File: config.mk
export PLATFORM = sky130hd
export DESIGN_NAME = instr_sequencer
export DESIGN_NICKNAME = d
export VERILOG_FILES = /design/src/rtl/instr_sequencer.sv
export SDC_FILE = /design/constraint.sdc
export NUM_CORES = 1
export LEC_CHECK = 0
export ABC_AREA = 1
export BUFFER_PORTS_ARGS = -buffer_cell sky130_fd_sc_hd__buf_2
export CAP_MARGIN = 20
export CORE_MARGIN = 3
export CORE_UTILIZATION = 35
export DETAILED_ROUTE_END_ITERATION = 8
export HOLD_SLACK_MARGIN = 0.03
export PLACE_DENSITY = 0.62
export RECOVER_POWER = 25
export SYNTH_ARGS = -nofsm -noshare
export SYNTH_HDL_FRONTEND = slang
export SYNTH_SLANG_ARGS = --single-unit
File: constraint.sdc
create_clock -name clk -period 1.3 [get_ports clk]
set_input_delay 0.13 -clock clk [delete_from_list [all_inputs] [get_ports clk]]
set_output_delay 0.13 -clock clk [all_outputs]
set_load 0.01 [all_outputs]
File: src/rtl/instr_sequencer.sv
// Instruction fetch/sequence unit: fetches {opcode, operand} over req/ack and steps the PC.
// Optional single-step mode is enabled by defining SEQ_STEP_EN.
module instr_sequencer #(
    parameter int unsigned    PC_W   = 5,
    parameter logic [PC_W-1:0] RST_PC = '0
) (
    input  logic              clk,
    input  logic              rst_n,
`ifdef SEQ_STEP_EN
    input  logic              step,
`endif
    input  logic              run,
    output logic              imem_req,
    output logic [PC_W-1:0]   imem_addr,
    input  logic              imem_ack,
    input  logic [PC_W+2:0]   imem_rdata,
    output logic [2:0]        opcode,
    output logic [PC_W-1:0]   operand,
    input  logic              jump,
    output logic              exec,
    output logic [PC_W-1:0]   pc,
    output logic              busy
);

    localparam logic [1:0] StIdle    = 2'd0;
    localparam logic [1:0] StFetch   = 2'd1;
    localparam logic [1:0] StDecode  = 2'd2;
    localparam logic [1:0] StExecute = 2'd3;

    logic [1:0]      state_q, state_d;
    logic [PC_W-1:0] pc_q, pc_d;
    logic [PC_W+2:0] ir_q, ir_d;
    logic            req_q, req_d;
    logic            exec_q, exec_d;
    logic            busy_q, busy_d;
    logic            start_ok;
    logic            resume_ok;

`ifdef SEQ_STEP_EN
    logic step_q;

    always_ff @(posedge clk or negedge rst_n) begin
        if (!rst_n) begin
            step_q <= 1'b0;
        end else begin
            step_q <= step;
        end
    end

    // Each rising step edge admits exactly one instruction.
    assign start_ok  = run && step && !step_q;
    assign resume_ok = 1'b0;
`else
    assign start_ok  = run;
    assign resume_ok = run;
`endif

    always_comb begin
        state_d = state_q;
        pc_d    = pc_q;
        ir_d    = ir_q;
        case (state_q)
            StIdle: begin
                if (start_ok) begin
                    state_d = StFetch;
                end
            end
            StFetch: begin
                if (req_q && imem_ack) begin
                    ir_d    = imem_rdata;
                    state_d = StDecode;
                end
            end
            StDecode: begin
                state_d = StExecute;
            end
            StExecute: begin
                pc_d    = jump ? ir_q[PC_W-1:0] : pc_q + 1'b1;
                state_d = resume_ok ? StFetch : StIdle;
            end
            default: begin
                state_d = StIdle;
            end
        endcase
        // Outputs are decoded from the next state so they leave the block registered.
        req_d  = (state_d == StFetch);
        exec_d = (state_d == StExecute);
        busy_d = (state_d != StIdle);
    end

    always_ff @(posedge clk or negedge rst_n) begin
        if (!rst_n) begin
            state_q <= StIdle;
            pc_q    <= RST_PC;
            ir_q    <= '0;
            req_q   <= 1'b0;
            exec_q  <= 1'b0;
            busy_q  <= 1'b0;
        end else begin
            state_q <= state_d;
            pc_q    <= pc_d;
            ir_q    <= ir_d;
            req_q   <= req_d;
            exec_q  <= exec_d;
            busy_q  <= busy_d;
        end
    end

    assign imem_req  = req_q;
    assign imem_addr = pc_q;
    assign pc        = pc_q;
    assign opcode    = ir_q[PC_W+2:PC_W];
    assign operand   = ir_q[PC_W-1:0];
    assign exec      = exec_q;
    assign busy      = busy_q;

endmodule

==> flow_summary.toml, run 1 <==
[outcome]
status = "finished, final reports clean"

[grt]
antenna_found_initial = 0
grt_pass1_vias = 629
track_usage_pct = 10.7
met3_usage_pct = 3.71
grt_overflow = 0
grt_pass1_wl_mm = 2.70
gr-max-usage-layer = "met2"
grt_max_degree = 19
grtUsageMet1_pct = 13.1
met2_usage_pct = 18.0

[synthesis]
synth.distinct_cells = 16
synthSimpleGateAreaFrac_pct = 23.1
syn_area_per_cell_um2 = 8.87
syn_inst = 99
synth_top_family_by_area = "simple AND/OR/NAND/NOR gates"
synth-xor-area-share_pct = 0
ys_warn_count = 0
synth_adder_area_share_pct = 1.42
syn-num-nets = 113
synth_compound_area_share_pct = 11.4
synthesis.area_um2 = 878
ys_seq_area_share_pct = 51.3
synthMuxAreaShare_pct = 0
synth-seq-cells = 18

[critical_path]
critPathKind = "flip-flop to flip-flop"
cp-end-kind = "flip-flop"
critPathRequiredTime_ps = 1490
critPathMostFrequentCell = "nor2_1"
critical-path-max-stage-delay_ps = 460
crit_path_max_fanout = 7
path_delay_family = "flip-flops"
r2r-start = "imem_addr[0]"
cp_num_buf_inv = 1
cp.arrival_ps = 1350
cp_cell_sequence = "ha_1 -> nor2_1 -> nor2_1 -> o21ai_0 -> inv_1"
cp_slowest_cell = "dfrtp_1"
startpoint = "imem_addr[0]"
startpoint_type = "flip-flop"

[route]
drt_iter0_drc = 10
wirelength_mm = 1.62
wl_per_cell_um = 10.1
drc = 0
vias_per_cell = 4.51
vias = 721
antenna_left = 0
first_pass_iters = 4

[flow_run]
cap_viol_max_count = 0

[pwr]
seqPwrFrac_pct = 42.0
swShare_pct = 41.1
switchingPower_mw = 1.04
ir_worst_vdd_uv = 1060
total_power_mw = 2.54
p_leak_nw = 0.627
power.internal_mw = 1.49
power_frac_comb_pct = 44.5
p_per_area_nw_per_um2 = 2320
clock_power_share_pct = 13.5

[placement]
place_area_um2 = 1050
port_buffers = 33
gp_congestion = 0.775
detailedPlacementHpwl_mm = 1.23
dp.cells = 155

[cells_and_area]
final_nets = 147
nFillCells = 244
area_growth_pct = 24.8
finalNonFillerCells = 160
finish.instance_area_um2 = 1100
final_cell_mix = "buf_2 (32), nand2_1 (25), dfrtp_1 (18), inv_1 (17), o21ai_2 (8)"
utilization_pct = 47.7
layout_commonest_cell = "buf_2"
antenna_cells = 0
drive_gt1_share_pct = 37.9

[die]
pin_count = 34
start_util_pct = 38.2
fp.dieW_um = 56.1
rows = 17
dieArea_um2 = 3150
fp.coreArea_um2 = 2300
die_height_um = 56.1

[clock_tree]
root_buffer = "clkbuf_4"
clk_pin_slew_worst_paths_ps = 100
cts.sinks = 18
cts_buffer_depth = 2
htree_num_levels = 1
numCtsBuffers = 3
insertion_delay_ps = 290
cts_tree = "yes"

[timing]
worst_slew_pin_slew_ps = 451
finalSetupViolCount = 0
fin_crit_sh_pct = 89.5
max_freq_mhz = 859
hold_viol = 0
skew_ps = 0.701
min_period_ps = 1160
fin_setup_tns_ps = 0
rsz0062_at_grt = "no"
final_max_slew_viol_count = 0
slew_headroom_pct = 69.9

[hold_path]
hold_class = "input pin to flip-flop"
min-delay-start = "imem_rdata[1]"
-- final timing paths --
path	end	slack, ps	cells past startpoint
max in group asynchronous	ir_q[7]	690	2
min reg2reg	ir_q[7]	490	2
min	ir_q[1]	70	3
min in group asynchronous	imem_addr[3]	310	2
max reg2reg	imem_addr[2]	140	5
max	imem_addr[2]	140	5
-- cells in the mapped netlist (all sizes together) --
master / n / area share [%]
a21oi: 4 / 2.3
and2: 1 / 0.86
buf: 6 / 5.6
dfrtp: 18 / 51
ha: 1 / 1.4
inv: 17 / 7.3
nand2: 26 / 11
nand3: 6 / 4.0
nand4: 3 / 3.8
nor2: 7 / 3.0
o21ai: 10 / 9.1
-- power by group through the flow --
stage	clock [mW]	combinational [mW]	sequential (mW)
3_5_place_dp	0	1.15	1.08
4_1_cts	0.362	1.15	1.07
2_1_floorplan	0	0.705	1.16
5_1_grt	0.384	1.27	1.11
6_report	0.343	1.13	1.07
3_3_place_gp	0	1.14	1.07
-- registers in the layout, indices dropped and copies added, names as in the netlist --
register   flops
state_q        2
imem_req       1
exec           1
busy           1
ir_q           8
imem_addr      5
-- timing repair --
action,in CTS,in global routing
resized for setup,0,0
hold buffers,1,0
hold endpoints to repair,18,0
setup buffers,0,0
-- tightest hold or removal path: stages --
cell and delay (ps):
buf_2 90, inv_1 50, o21ai_2 50
-- area by class of cell --
| cell class | instances | area [um2] | share of cell area, % |
|---|---|---|---|
| tap | 28 | 35.0 | 3.20 |
| inverter | 17 | 63.8 | 5.82 |
| multi-input combinational | 58 | 315 | 28.8 |
| clock buffer | 4 | 36.3 | 3.31 |
| sequential | 18 | 450 | 41.1 |
| timing repair buffer | 35 | 195 | 17.8 |
-- metrics by stage --
step	setup slack (ps)	hold slack, ps
2_1_floorplan	188	-166
3_3_place_gp	182	84.5
3_5_place_dp	159	89.6
4_1_cts	145	52.5
5_1_grt	67.9	53.7
6_report	136	67.3
-- routing by layer --
metal  share of wire [%]  up-vias
li1                    -      371
met1                  45      319
met2                  47       31
met3                 8.0        0
met4                   0        0
met5                   0        -
-- logic make-up after synthesis --
| kind of cell | Yosys count |
|---|---|
| DFF | 18 |
| adders and majority gates | 1 |
| and+or+nand+nor | 43 |
| buffers and inverters | 23 |
| AOI/OAI and AO/OA | 14 |
No activity file was read; power rests on OpenSTA's default activity.
==> inputs of run 2 (changes only) <==
--- a/config.mk
+++ b/config.mk
@@ -8,7 +8,7 @@
 export ABC_AREA = 1
 export BUFFER_PORTS_ARGS = -buffer_cell sky130_fd_sc_hd__buf_2
 export CAP_MARGIN = 20
-export CORE_MARGIN = 3
+export CORE_MARGIN = 4
 export CORE_UTILIZATION = 35
 export DETAILED_ROUTE_END_ITERATION = 8
 export HOLD_SLACK_MARGIN = 0.03
==> run 2 against run 1 <==
Net effect:
- flip-flop and latch count unchanged
- register-to-register slack about the same
- clock skew up 1.9 ps
- non-clock buffer count unchanged
- hold slack worse by 6.7 ps
- utilization unchanged
- sequential share of layout area unchanged
- clock power up 2%
- clock-buffer cell count unchanged
- cell count unchanged
- power up 0.95%
- cell area unchanged
==> flow_summary.toml, run 2 (synthesized netlist as in run 1, its figures left out) <==
[grt]
grt_pass1_vias = 632
grt_overflow = 0
track_usage_pct = 10.4
antenna_found_initial = 0
grt_max_degree = 19
grt_pass1_wl_mm = 2.69

[clock_tree]
post-cts-setup-buffers = 0
cts_tree = "yes"
root_buffer = "clkbuf_4"
clk_pin_slew_worst_paths_ps = 110
cts_buffer_depth = 2
cts.sinks = 18
numCtsBuffers = 3
htree_num_levels = 1
insertion_delay_ps = 290
hold_buffers = 1
cts_resized = 0

[die]
rows = 17
die_height_um = 58.1
pin_count = 34
fp.dieW_um = 58.1
start_util_pct = 38.2
dieArea_um2 = 3380
fp.coreArea_um2 = 2300

[placement]
gp_congestion = 0.824
place_area_um2 = 1050
detailedPlacementHpwl_mm = 1.26
place_ws_ps = 158
port_buffers = 33

[timing]
max_freq_mhz = 857
finalSetupViolCount = 0
worst_slew_pin_slew_ps = 447
fin_ws_ps = 134
final_max_slew_viol_count = 0
hold_viol = 0
slew_headroom_pct = 70.2
fin_crit_sh_pct = 89.7
skew_ps = 2.64
min_period_ps = 1170
fin_setup_tns_ps = 0
rsz0062_at_grt = "no"

[cells_and_area]
layout_commonest_cell = "buf_2"
final_nets = 147
area_growth_pct = 24.8
antenna_cells = 0
utilization_pct = 47.7
drive_gt1_share_pct = 37.9
multiInputGateArea_um2 = 315
final_cell_mix = "buf_2 (32), nand2_1 (25), dfrtp_1 (18), inv_1 (17), o21ai_2 (8)"
regMostFlops = "ir_q"
nFillCells = 242
regArea_um2 = 450
largest_register_ffs = 8
finish.instance_area_um2 = 1100

[critical_path]
critPathRequiredTime_ps = 1500
cp-end-kind = "flip-flop"
crit_path_max_fanout = 7
critPathKind = "flip-flop to flip-flop"
startpoint_type = "flip-flop"
cp.arrival_ps = 1360

[route]
top_layer_used = "met3"
met2_wirelength_um = 724
antenna_left = 0
wirelength_mm = 1.70
first_pass_iters = 4
drt_iter0_drc = 18
dr_wl_met3_um = 152
vias = 724
wl_met1_um = 824
wl_per_cell_um = 10.6
drc = 0
vias_per_cell = 4.53

[pwr]
p_per_area_nw_per_um2 = 2340
ir_worst_vdd_uv = 1140
p_leak_nw = 0.627

[flow_run]
cap_viol_max_count = 0

[hold_path]
hold_class = "input pin to flip-flop"

[outcome]
status = "finished, final reports clean"
run 2: cell counts in the layout (fill, tap and decap cells not counted):
Identical to the previous run, type by type.
run 2: worst paths after layout:
kind,from,end,slack [ps],depth (start not counted)
max reg2reg,imem_addr[0],imem_addr[2],130,5
min reg2reg,ir_q[5],ir_q[5],490,2
max in group asynchronous,rst_n,ir_q[6],690,2
max,imem_addr[0],imem_addr[2],130,5
min in group asynchronous,rst_n,imem_addr[4],300,2
min,imem_rdata[5],ir_q[5],60,3
run 2: through the flow:
| step | hold slack (ps) | power [mW] | instances |
|---|---|---|---|
| floorplan | -166 | 1.87 | 99 |
| finish | 60.6 | 2.56 | 160 |
| detailed placement | 90.4 | 2.24 | 155 |
| global route | 48.0 | 2.78 | 160 |
| global placement | 86.0 | 2.22 | 155 |
| CTS | 48.7 | 2.62 | 160 |
run 2: area by class of cell:
type,count,area share (%)
flip-flops and latches,18,41.1
multi-input cells,58,28.8
repair buffers,35,17.8
inverters,17,5.82
clock buffers,4,3.31
well taps,28,3.20
run 2: critical path, cell delays in order, from the launching register on:
cell and delay, ps:
dfrtp_1 460, ha_1 260, nor2_1 100, nor2_1 50
o21ai_0 150, inv_1 50
run 2: routing by layer:
layer | global-route usage (%) | vias to the layer above
met4 | 0.993 | 0
li1 | - | 368
met2 | 15.6 | 28
met5 | 0 | -
met3 | 4.68 | 0
met1 | 14.3 | 328
run 2: where the power goes:
part | switching (mW) | leakage [nW] | internal [mW] | total [mW]
clock | 0.179 | 0.0210 | 0.171 | 0.349
sequential | 0.257 | 0.218 | 0.816 | 1.07
combinational | 0.630 | 0.388 | 0.512 | 1.14
==> inputs of run 3 (changes only) <==
--- a/config.mk
+++ b/config.mk
@@ -6,13 +6,13 @@
 export NUM_CORES = 1
 export LEC_CHECK = 0
 export ABC_AREA = 1
-export BUFFER_PORTS_ARGS = -buffer_cell sky130_fd_sc_hd__buf_2
 export CAP_MARGIN = 20
 export CORE_MARGIN = 4
 export CORE_UTILIZATION = 35
 export DETAILED_ROUTE_END_ITERATION = 8
+export DONT_BUFFER_PORTS = 1
 export HOLD_SLACK_MARGIN = 0.03
-export PLACE_DENSITY = 0.62
+export PLACE_DENSITY = 0.5
 export RECOVER_POWER = 25
 export SYNTH_ARGS = -nofsm -noshare
 export SYNTH_HDL_FRONTEND = slang
==> constraint.sdc (replaced) <==
create_clock -name clk -period 1.1 [get_ports clk]
set_input_delay 0.11 -clock clk [delete_from_list [all_inputs] [get_ports clk]]
set_output_delay 0.11 -clock clk [all_outputs]
set_load 0.01 [all_outputs]
==> run 3 against run 2 <==
Net effect:
- wire length up 3.8%
- sequential power grew 24%
- clock skew up 0.92 ps
- critical path depth shrank 4
- power is 15% higher
- non-clock buffer count shrank 12
- first-iteration DRC count down 28%
- utilization grew 1.1 points
- die area unchanged
- register-to-register slack got worse by 70 ps
==> flow_summary.toml, run 3 (synthesized netlist as in run 1, its figures left out) <==
[outcome]
status = "finished, final reports clean"

[placement]
place_ws_ps = 28.4
detailedPlacementHpwl_mm = 1.22
gp_congestion = 0.716
dp.cells = 130
port_buffers = 0
place_area_um2 = 946

[cells_and_area]
area_growth_pct = 27.8
utilization_pct = 48.9
regMostFlops = "ir_q"
layout_commonest_cell = "nand2_1"
drive_gt1_share_pct = 25.0
finalNonFillerCells = 148
finish.instance_area_um2 = 1120
largest_register_ffs = 8
final_nets = 135
final_cell_mix = "nand2_1 (24), inv_1 (17), dfrtp_1 (17), dlygate4sd3_1 (12), buf_4 (10)"
antenna_cells = 0

[timing]
max_freq_mhz = 956
finalSetupViolCount = 0
hold_viol = 0
fin_ws_ps = 54.2
worst_slew_pin_slew_ps = 826
rsz0062_at_grt = "yes"
slew_headroom_pct = 44.8
skew_ps = 3.56
min_period_ps = 1050
fin_crit_sh_pct = 95.1
final_max_slew_viol_count = 0

[clock_tree]
clk_pin_slew_worst_paths_ps = 100
htree_num_levels = 1
numCtsBuffers = 3
cts.sinks = 18
root_buffer = "clkbuf_4"
cts_buffer_depth = 2
cts_tree = "yes"
insertion_delay_ps = 290

[route]
antenna_left = 0
vias_per_cell = 4.54
drc = 0
met2_wirelength_um = 879
vias = 672
dr_wl_met3_um = 116
wl_per_cell_um = 11.9
wl_met1_um = 754
wirelength_mm = 1.77
first_pass_iters = 4
drt_iter0_drc = 13
top_layer_used = "met4"

[pwr]
p_per_area_nw_per_um2 = 2640
clock_power_share_pct = 13.4
ir_worst_vdd_uv = 1290
power.internal_mw = 1.74
power_frac_comb_pct = 41.6
switchingPower_mw = 1.22
p_leak_nw = 0.581
swShare_pct = 41.1
seqPwrFrac_pct = 45.0

[die]
fp.coreArea_um2 = 2300
dieArea_um2 = 3380
rows = 17
fp.dieW_um = 58.1
pin_count = 34
die_height_um = 58.1
start_util_pct = 38.2

[critical_path]
crit_path_max_fanout = 7
cp_num_cells = 1
cp_cell_sequence = "buf_4"
reg2reg_depth = 5
cp_num_buf_inv = 1
cp_slowest_cell = "dfrtp_1"
startpoint_type = "flip-flop"
critPathKind = "flip-flop to output pin"
cp-end-kind = "output pin"
path_delay_family = "flip-flops"
cp.arrival_ps = 940
critical-path-max-stage-delay_ps = 460
critPathRequiredTime_ps = 990

[grt]
grt_overflow = 0
grt_pass1_vias = 637
grt_pass1_wl_mm = 2.92
track_usage_pct = 11.2
antenna_found_initial = 0
grt_max_degree = 19

[hold_path]
hold_path_depth = 4
hold_class = "input pin to flip-flop"

[flow_run]
cap_viol_max_count = 0
## run 3: repair_timing
item,CTS,global route
setup buffers,0,2
resized for setup,0,2
endpoints found under the hold margin,28,0
hold buffers,12,0
endpoints found under the setup margin,0,13
## run 3: power by group through the flow
stage | clock [mW] | combinational [mW] | sequential (mW)
finish | 0.396 | 1.23 | 1.33
global route | 0.466 | 1.40 | 1.39
CTS | 0.424 | 1.21 | 1.34
detailed placement | 0 | 1.16 | 1.35
global placement | 0 | 1.14 | 1.34
floorplan | 0 | 0.834 | 1.38
## run 3: final timing paths
| kind | slack, ps | end | startpoint |
|---|---|---|---|
| setup / recovery | 50 | imem_addr[2] | imem_addr[2] |
| hold / removal | 60 | imem_addr[2] | jump |
| setup reg to reg | 60 | ir_q[3] | state_q[1] |
| hold reg to reg | 560 | imem_addr[4] | imem_addr[4] |
| max in group asynchronous | 180 | imem_addr[0] | rst_n |
| min in group asynchronous | 350 | exec | rst_n |
## run 3: routing by layer
metal / vias up / GRT usage (%)
li1: 346 / -
met1: 301 / 14.3
met2: 23 / 17.7
met3: 2 / 5.12
met4: 0 / 1.99
met5: - / 0
## run 3: per-stage QoR
step | setup TNS, ps | power, mW | hold slack [ps]
floorplan | 0 | 2.21 | -186
global placement | 0 | 2.48 | -185
detailed placement | 0 | 2.51 | -185
CTS | 0 | 2.97 | 44.3
global route | -145 | 3.25 | 51.9
finish | 0 | 2.96 | 56.9
## run 3: final cells by class
cell class | count | area (um2)
sequential | 18 | 452
tap | 28 | 35.0
fill | 239 | 1170
timing repair buffer | 23 | 215
inverter | 17 | 63.8
clock buffer | 4 | 36.3
multi-input combinational | 58 | 320
